`config.mk`:
```
export PLATFORM = sky130hd
export DESIGN_NAME = bp_be_dcache_wbuf_queue_flat
export DESIGN_NICKNAME = d
export VERILOG_FILES = /design/src/rtl/bp_be_dcache_wbuf_queue_if.sv /design/src/rtl/bp_be_dcache_wbuf_queue.sv /design/src/flat_wrapper.sv
export SDC_FILE = /design/constraint.sdc
export NUM_CORES = 1
export LEC_CHECK = 0
export ABC_AREA = 1
export BUFFER_PORTS_ARGS = -buffer_cell sky130_fd_sc_hd__buf_2
export CORE_UTILIZATION = 53
export DETAILED_ROUTE_END_ITERATION = 8
export HOLD_SLACK_MARGIN = 0.08
export PLACE_DENSITY = 0.81
export SYNTH_ARGS = -nofsm -noshare
export SYNTH_HDL_FRONTEND = slang
export SYNTH_SLANG_ARGS = --single-unit
```
`constraint.sdc`:
```
create_clock -name clk_i -period 15.4 [get_ports clk_i]
set_input_delay 3.08 -clock clk_i [delete_from_list [all_inputs] [get_ports clk_i]]
set_output_delay 3.08 -clock clk_i [all_outputs]
set_load 0.005 [all_outputs]
```
`src/rtl/bp_be_dcache_wbuf_queue_if.sv`:
```
// rtl/bp_be_dcache_wbuf_queue_if.sv - Store write buffer bus bundle: enqueue, head/drain and load bypass signals
//
// Signal groups:
//   enqueue : v_i, ready_o, paddr_i, data_i, mask_i, way_id_i
//   head    : v_o, yumi_i, paddr_o, data_o, mask_o, way_id_o
//   bypass  : bypass_v_i, bypass_paddr_i, bypass_data_o, bypass_mask_o
//   status  : empty_o, full_o
// slave is the buffer side and master is the side that drives it.
interface bp_be_dcache_wbuf_queue_if #(
    parameter int paddr_width_p = 40,
    parameter int data_width_p  = 64,
    parameter int ways_p        = 8
);
    localparam int mask_width_lp = data_width_p / 8;
    localparam int way_width_lp  = $clog2(ways_p);

    logic                     v_i;
    logic                     ready_o;
    logic [paddr_width_p-1:0] paddr_i;
    logic [data_width_p-1:0]  data_i;
    logic [mask_width_lp-1:0] mask_i;
    logic [way_width_lp-1:0]  way_id_i;

    logic                     v_o;
    logic                     yumi_i;
    logic [paddr_width_p-1:0] paddr_o;
    logic [data_width_p-1:0]  data_o;
    logic [mask_width_lp-1:0] mask_o;
    logic [way_width_lp-1:0]  way_id_o;

    logic                     bypass_v_i;
    logic [paddr_width_p-1:0] bypass_paddr_i;
    logic [data_width_p-1:0]  bypass_data_o;
    logic [mask_width_lp-1:0] bypass_mask_o;

    logic                     empty_o;
    logic                     full_o;

    modport slave (
        input  v_i, paddr_i, data_i, mask_i, way_id_i,
        input  yumi_i, bypass_v_i, bypass_paddr_i,
        output ready_o, v_o, paddr_o, data_o, mask_o, way_id_o,
        output bypass_data_o, bypass_mask_o, empty_o, full_o
    );

    modport master (
        output v_i, paddr_i, data_i, mask_i, way_id_i,
        output yumi_i, bypass_v_i, bypass_paddr_i,
        input  ready_o, v_o, paddr_o, data_o, mask_o, way_id_o,
        input  bypass_data_o, bypass_mask_o, empty_o, full_o
    );
endinterface

```
`src/rtl/bp_be_dcache_wbuf_queue.sv`:
```
// rtl/bp_be_dcache_wbuf_queue.sv - Dcache store write buffer: in-order FIFO drain plus byte-granular load bypass
//
// Ports:
//   clk_i   : clock
//   reset_i : synchronous active-high reset
//   bus     : slave side of bp_be_dcache_wbuf_queue_if (enqueue, head/drain, bypass, status)
module bp_be_dcache_wbuf_queue #(
    parameter int paddr_width_p = 40,
    parameter int data_width_p  = 64,
    parameter int ways_p        = 8,
    parameter int els_p         = 2
) (
    input  logic                    clk_i,
    input  logic                    reset_i,
    bp_be_dcache_wbuf_queue_if.slave bus
);
    localparam int mask_width_lp = data_width_p / 8;
    localparam int way_width_lp  = $clog2(ways_p);
    localparam int ptr_width_lp  = $clog2(els_p);
    localparam int cnt_width_lp  = $clog2(els_p + 1);

    logic [paddr_width_p-1:0] paddr_r [els_p];
    logic [data_width_p-1:0]  data_r  [els_p];
    logic [mask_width_lp-1:0] mask_r  [els_p];
    logic [way_width_lp-1:0]  way_r   [els_p];

    logic [ptr_width_lp-1:0]  rptr_r;
    logic [ptr_width_lp-1:0]  wptr_r;
    logic [cnt_width_lp-1:0]  count_r;

    logic full;
    logic enq;
    logic deq;

    // ready depends only on count_r, so there is no path from yumi_i to ready_o.
    assign full = (count_r == cnt_width_lp'(els_p));
    assign enq  = bus.v_i & ~full;
    assign deq  = bus.yumi_i & (count_r != '0);

    assign bus.ready_o  = ~full;
    assign bus.full_o   = full;
    assign bus.empty_o  = (count_r == '0);
    assign bus.v_o      = (count_r != '0);
    assign bus.paddr_o  = paddr_r[rptr_r];
    assign bus.data_o   = data_r[rptr_r];
    assign bus.mask_o   = mask_r[rptr_r];
    assign bus.way_id_o = way_r[rptr_r];

    always_ff @(posedge clk_i) begin
        if (reset_i) begin
            rptr_r  <= '0;
            wptr_r  <= '0;
            count_r <= '0;
        end else begin
            if (enq) wptr_r <= wptr_r + ptr_width_lp'(1);
            if (deq) rptr_r <= rptr_r + ptr_width_lp'(1);
            case ({enq, deq})
                2'b10:   count_r <= count_r + cnt_width_lp'(1);
                2'b01:   count_r <= count_r - cnt_width_lp'(1);
                default: count_r <= count_r;
            endcase
        end
    end

    // Storage is never cleared; validity comes from count_r alone.
    always_ff @(posedge clk_i) begin
        if (!reset_i && enq) begin
            paddr_r[wptr_r] <= bus.paddr_i;
            data_r[wptr_r]  <= bus.data_i;
            mask_r[wptr_r]  <= bus.mask_i;
            way_r[wptr_r]   <= bus.way_id_i;
        end
    end

    // Walk entries oldest (k=0 at rptr) to youngest so later writes to a byte win.
    // Only registered storage is consulted: a same-cycle enqueue is invisible and
    // a head being consumed this cycle is still visible.
    logic [ptr_width_lp-1:0]  byp_idx;
    logic [data_width_p-1:0]  byp_data;
    logic [mask_width_lp-1:0] byp_mask;

    always_comb begin
        byp_idx  = '0;
        byp_data = '0;
        byp_mask = '0;
        if (bus.bypass_v_i) begin
            for (int k = 0; k < els_p; k++) begin
                byp_idx = rptr_r + ptr_width_lp'(k);
                if ((cnt_width_lp'(k) < count_r) &&
                    (paddr_r[byp_idx][paddr_width_p-1:3] == bus.bypass_paddr_i[paddr_width_p-1:3])) begin
                    for (int b = 0; b < mask_width_lp; b++) begin
                        if (mask_r[byp_idx][b]) begin
                            byp_data[8*b +: 8] = data_r[byp_idx][8*b +: 8];
                            byp_mask[b]        = 1'b1;
                        end
                    end
                end
            end
        end
    end

    assign bus.bypass_data_o = byp_data;
    assign bus.bypass_mask_o = byp_mask;

    // Byte offset within the dword plays no part in matching.
    logic unused_bypass_low;
    assign unused_bypass_low = ^bus.bypass_paddr_i[2:0];

    always_ff @(posedge clk_i) begin
        if (!reset_i) begin
            assert (!(bus.v_i && full)) else $error("wbuf: enqueue while full");
            assert (!(bus.yumi_i && (count_r == '0))) else $error("wbuf: yumi while empty");
        end
    end
endmodule

```
`src/flat_wrapper.sv`:
```
// flat-port wrapper written by rule: the top's interface ports become plain ports
module bp_be_dcache_wbuf_queue_flat 
#(
    parameter int paddr_width_p = 40,
    parameter int data_width_p  = 64,
    parameter int ways_p        = 8,
    parameter int els_p         = 2
)
  (clk_i, reset_i, bus_v_i, bus_paddr_i, bus_data_i, bus_mask_i, bus_way_id_i, bus_yumi_i, bus_bypass_v_i, bus_bypass_paddr_i, bus_ready_o, bus_v_o, bus_paddr_o, bus_data_o, bus_mask_o, bus_way_id_o, bus_bypass_data_o, bus_bypass_mask_o, bus_empty_o, bus_full_o);
  bp_be_dcache_wbuf_queue_if #(.paddr_width_p(paddr_width_p), .data_width_p(data_width_p), .ways_p(ways_p)) bus_i ();
  input  logic clk_i;
  input  logic reset_i;
  input wire logic [$bits(bus_i.v_i)-1:0] bus_v_i;
  input wire logic [$bits(bus_i.paddr_i)-1:0] bus_paddr_i;
  input wire logic [$bits(bus_i.data_i)-1:0] bus_data_i;
  input wire logic [$bits(bus_i.mask_i)-1:0] bus_mask_i;
  input wire logic [$bits(bus_i.way_id_i)-1:0] bus_way_id_i;
  input wire logic [$bits(bus_i.yumi_i)-1:0] bus_yumi_i;
  input wire logic [$bits(bus_i.bypass_v_i)-1:0] bus_bypass_v_i;
  input wire logic [$bits(bus_i.bypass_paddr_i)-1:0] bus_bypass_paddr_i;
  output wire logic [$bits(bus_i.ready_o)-1:0] bus_ready_o;
  output wire logic [$bits(bus_i.v_o)-1:0] bus_v_o;
  output wire logic [$bits(bus_i.paddr_o)-1:0] bus_paddr_o;
  output wire logic [$bits(bus_i.data_o)-1:0] bus_data_o;
  output wire logic [$bits(bus_i.mask_o)-1:0] bus_mask_o;
  output wire logic [$bits(bus_i.way_id_o)-1:0] bus_way_id_o;
  output wire logic [$bits(bus_i.bypass_data_o)-1:0] bus_bypass_data_o;
  output wire logic [$bits(bus_i.bypass_mask_o)-1:0] bus_bypass_mask_o;
  output wire logic [$bits(bus_i.empty_o)-1:0] bus_empty_o;
  output wire logic [$bits(bus_i.full_o)-1:0] bus_full_o;
  assign bus_i.v_i = bus_v_i;
  assign bus_i.paddr_i = bus_paddr_i;
  assign bus_i.data_i = bus_data_i;
  assign bus_i.mask_i = bus_mask_i;
  assign bus_i.way_id_i = bus_way_id_i;
  assign bus_i.yumi_i = bus_yumi_i;
  assign bus_i.bypass_v_i = bus_bypass_v_i;
  assign bus_i.bypass_paddr_i = bus_bypass_paddr_i;
  assign bus_ready_o = bus_i.ready_o;
  assign bus_v_o = bus_i.v_o;
  assign bus_paddr_o = bus_i.paddr_o;
  assign bus_data_o = bus_i.data_o;
  assign bus_mask_o = bus_i.mask_o;
  assign bus_way_id_o = bus_i.way_id_o;
  assign bus_bypass_data_o = bus_i.bypass_data_o;
  assign bus_bypass_mask_o = bus_i.bypass_mask_o;
  assign bus_empty_o = bus_i.empty_o;
  assign bus_full_o = bus_i.full_o;
  bp_be_dcache_wbuf_queue #(.paddr_width_p(paddr_width_p), .data_width_p(data_width_p), .ways_p(ways_p), .els_p(els_p)) u_core (.clk_i(clk_i), .reset_i(reset_i), .bus(bus_i));
endmodule
```
==> results.py <==
metrics = {
    "status": {
        "status": "complete, no violations",
    },
    "global_routing": {
        "grt_usage": 0.2967,
        "use_met1": 0.3638,
        "grt.overflow.total": 0,
        "grt_util_met2": 0.4923,
        "busiest_layer": "met2",
        "grt_pass1_vias": 11230,
        "met3_usage": 0.07063,
        "antenna_found_initial": 11,
        "grt_pass1_wl_um": 57190,
        "grt_max_degree": 95,
    },
    "timing": {
        "fin_tns_setup_ns": 0,
        "final_max_slew_viol_count": 0,
        "finalHoldViolCount": 0,
        "setup_viol": 0,
        "tightest_slew_ns": 0.9961,
        "rsz0062_at_grt": "no",
        "fin_skew_ns": 0.01073,
        "whs_ns": 0.4654,
        "max-slew-margin-rel": 0.3360,
        "finalCriticalPeriod_ns": 9.361,
        "fin_crit_sh": 0.6079,
        "fmax_mhz": 106.8,
    },
    "worst_setup_path": {
        "start_kind": "input pin",
        "crit_arrival_ns": 6.28,
        "crit_fanout": 50,
        "crit_required_ns": 12.32,
        "end_kind": "primary output",
        "critPathKind": "in -> out",
    },
    "clocking": {
        "h-tree-depth": 1,
        "clockBufferDepth": 3,
        "cts_setup_buffers": 0,
        "hold_buffers": 0,
        "path_clk_slew_ns": 0.06,
        "cts.repair.resized": 0,
        "cts_tree": "done",
        "cts_made_buffers": 25,
        "cts_root_buf": "clkbuf_16",
        "clkLatencyLatePin_ns": 0.52,
        "clock_sinks": 235,
    },
    "synthesis": {
        "synth_top_area_cell": "edfxtp_1",
        "synth-seq-cells": 235,
        "syn_avg_cell_area_um2": 8.177,
        "syn_inst": 1572,
        "seq_area_frac_synth": 0.5451,
        "synth_top_area_frac": 0.5373,
        "ys_top_cells_by_area": "edfxtp_1 (54%), nand2_1 (18%), inv_1 (6.0%)",
        "ys_types": 31,
        "synth_nets": 1736,
        "yosys_warnings": 0,
        "syn_area_um2": 12850,
    },
    "layout": {
        "syn_to_final_growth_pct": 20.68,
        "fillerInstances": 1933,
        "post-route-util": 0.6570,
        "postLayoutCellArea_um2": 15510,
        "nets": 2057,
        "drive_gt1_frac": 0.2206,
    },
    "floorplan": {
        "start_util": 0.5444,
        "die_area_um2": 24880,
        "die_y_um": 157.7,
        "fp.coreArea_um2": 23610,
        "io_pins": 351,
        "rows": 56,
        "die_x_um": 157.7,
    },
    "detailed_routing": {
        "vias_per_cell": 5.461,
        "drt_iter0_markers": 1362,
        "wl_per_cell_um": 17.00,
        "wl_um": 38010,
        "num_vias": 12210,
        "drc_errors": 0,
        "first_pass_iters": 6,
        "postRouteAntennaNets": 0,
    },
    "pwr": {
        "cellPowerDensity_nw_per_um2": 127.7,
        "power_mw": 1.982,
        "leakage_nw": 7.588,
        "irDropWorstVdd_v": 0.0001077,
    },
    "run": {
        "maxCapViolCount": 0,
    },
    "min_path": {
        "hold_path.class": "reg -> reg",
    },
    "place": {
        "port_buffers": 347,
        "placed_area_um2": 14760,
        "place.gp.congestion": 0.9120,
        "post-dp-hpwl_um": 25690,
    },
}
==> final cells by class <==
| cell class | count | area [um^2] | share of cell area |
|---|---|---|---|
| Antenna cell | 9 | 22.52 | 0.001452 |
| Clock buffer | 33 | 655.6 | 0.04226 |
| Clock inverter | 9 | 75.07 | 0.004839 |
| Inverter | 214 | 810.8 | 0.05226 |
| Multi-Input combinational cell | 1059 | 4720 | 0.3042 |
| Sequential cell | 235 | 7012 | 0.4520 |
| Tap cell | 319 | 399.1 | 0.02573 |
| Timing Repair Buffer | 358 | 1819 | 0.1173 |
==> registers in the layout, summed over array words and instances, names as in the netlist, named ones only <==
| register | flops |
|---|---|
| u_core.rptr_r | 1 |
| u_core.wptr_r | 1 |
| u_core.way_r | 6 |
| u_core.mask_r | 16 |
| u_core.count_r | 2 |
| u_core.paddr_r | 80 |
| u_core.data_r | 128 |
==> critical path: stages <==
cell and delay (ns):
buf_2 0.09, inv_1 0.09, xor2_1 0.14, nand2_1 0.08
nor2_1 0.20, nand2_1 0.13, nor2_4 0.59, buf_4 0.67
nand3_1 0.46, nand2_1 0.21, nand2_2 0.16, nor2_1 0.19
buf_2 0.14
==> per-stage QoR <==
step	setup WS (ns)	instances
final	6.039	2236
after CTS	6.134	2227
after detailed placement	6.140	2185
after global placement	6.143	2185
after global routing	5.890	2232
after floorplan	3.746	1572
==> layer usage <==
layer | vias up | part of all wire
li1 | 5774 | -
met1 | 5562 | 0.38
met2 | 723 | 0.48
met3 | 142 | 0.098
met4 | 10 | 0.048
met5 | - | 0.0017
==> cells by family (layout without fill, tap and decap cells) <==
kind of cell / Yosys count / after routing / share of synthesized area
and+or+nand+nor: 867 / 867 / 0.2843
AOI/OAI and AO/OA: 174 / 174 / 0.06842
xor gates and xnor gates: 14 / 14 / 0.009539
adders and majority gates: 4 / 4 / 0.003893
buffers and inverters: 278 / 614 / 0.08877
other: 0 / 9 / 0
DFF: 235 / 235 / 0.5451
==> final timing paths <==
path                          startpoint                    end  slack, ns  cells after the start
hold reg to reg            u_core.wptr_r          u_core.wptr_r       0.47                      2
hold / removal             u_core.wptr_r          u_core.wptr_r       0.47                      2
setup reg to reg       u_core.count_r[0]    u_core.data_r[1][9]      13.21                      6
setup / recovery  bus_bypass_paddr_i[37]  bus_bypass_data_o[56]       6.04                     13
==> synthesized netlist by cell type (all sizes together) <==
| cell | number |
|---|---|
| a21oi | 9 |
| and2 | 1 |
| buf | 40 |
| clkbuf | 24 |
| dfxtp | 5 |
| edfxtp | 230 |
| ha | 4 |
| inv | 214 |
| nand2 | 616 |
| nand3 | 66 |
| nand4 | 72 |
| nor2 | 106 |
| nor3 | 4 |
| o211ai | 2 |
| o21ai | 160 |
| o22ai | 3 |
| or2 | 2 |
| xnor2 | 2 |
| xor2 | 12 |
==> placed cells by master, fill, tap and decap left out <==
master      instances
ha_1                4
nor2_4              4
inv_1             206
and2_1              1
nand2_1           608
nor2_2              1
nand3_2             1
nand2_2             8
xnor2_1             2
clkinv_2            2
clkinvlp_4          2
inv_4               1
edfxtp_1          230
nand3_4             6
nand4_1            72
nor3_2              1
nand3_1            59
a21oi_1             9
clkinv_1            3
buf_2             347
dfxtp_4             1
inv_2               6
nor3_1              3
clkinv_4            1
o211ai_1            2
o21ai_0           149
buf_4              11
o22ai_1             3
nor2_1            101
o21ai_1            11
xor2_1             12
bufinv_16           1
diode_2             9
inv_6               1
or2_2               1
clkbuf_16          25
clkbuf_1            8
dfxtp_1             3
or2_0               1
dfxtp_2             1
==> power breakdown <==
part,switching [mW],internal (mW)
combinational,0.428,0.205
clock,0.239,0.314
sequential,0.0320,0.763
total,0.700,1.28
(Power assumes the default switching activity.)
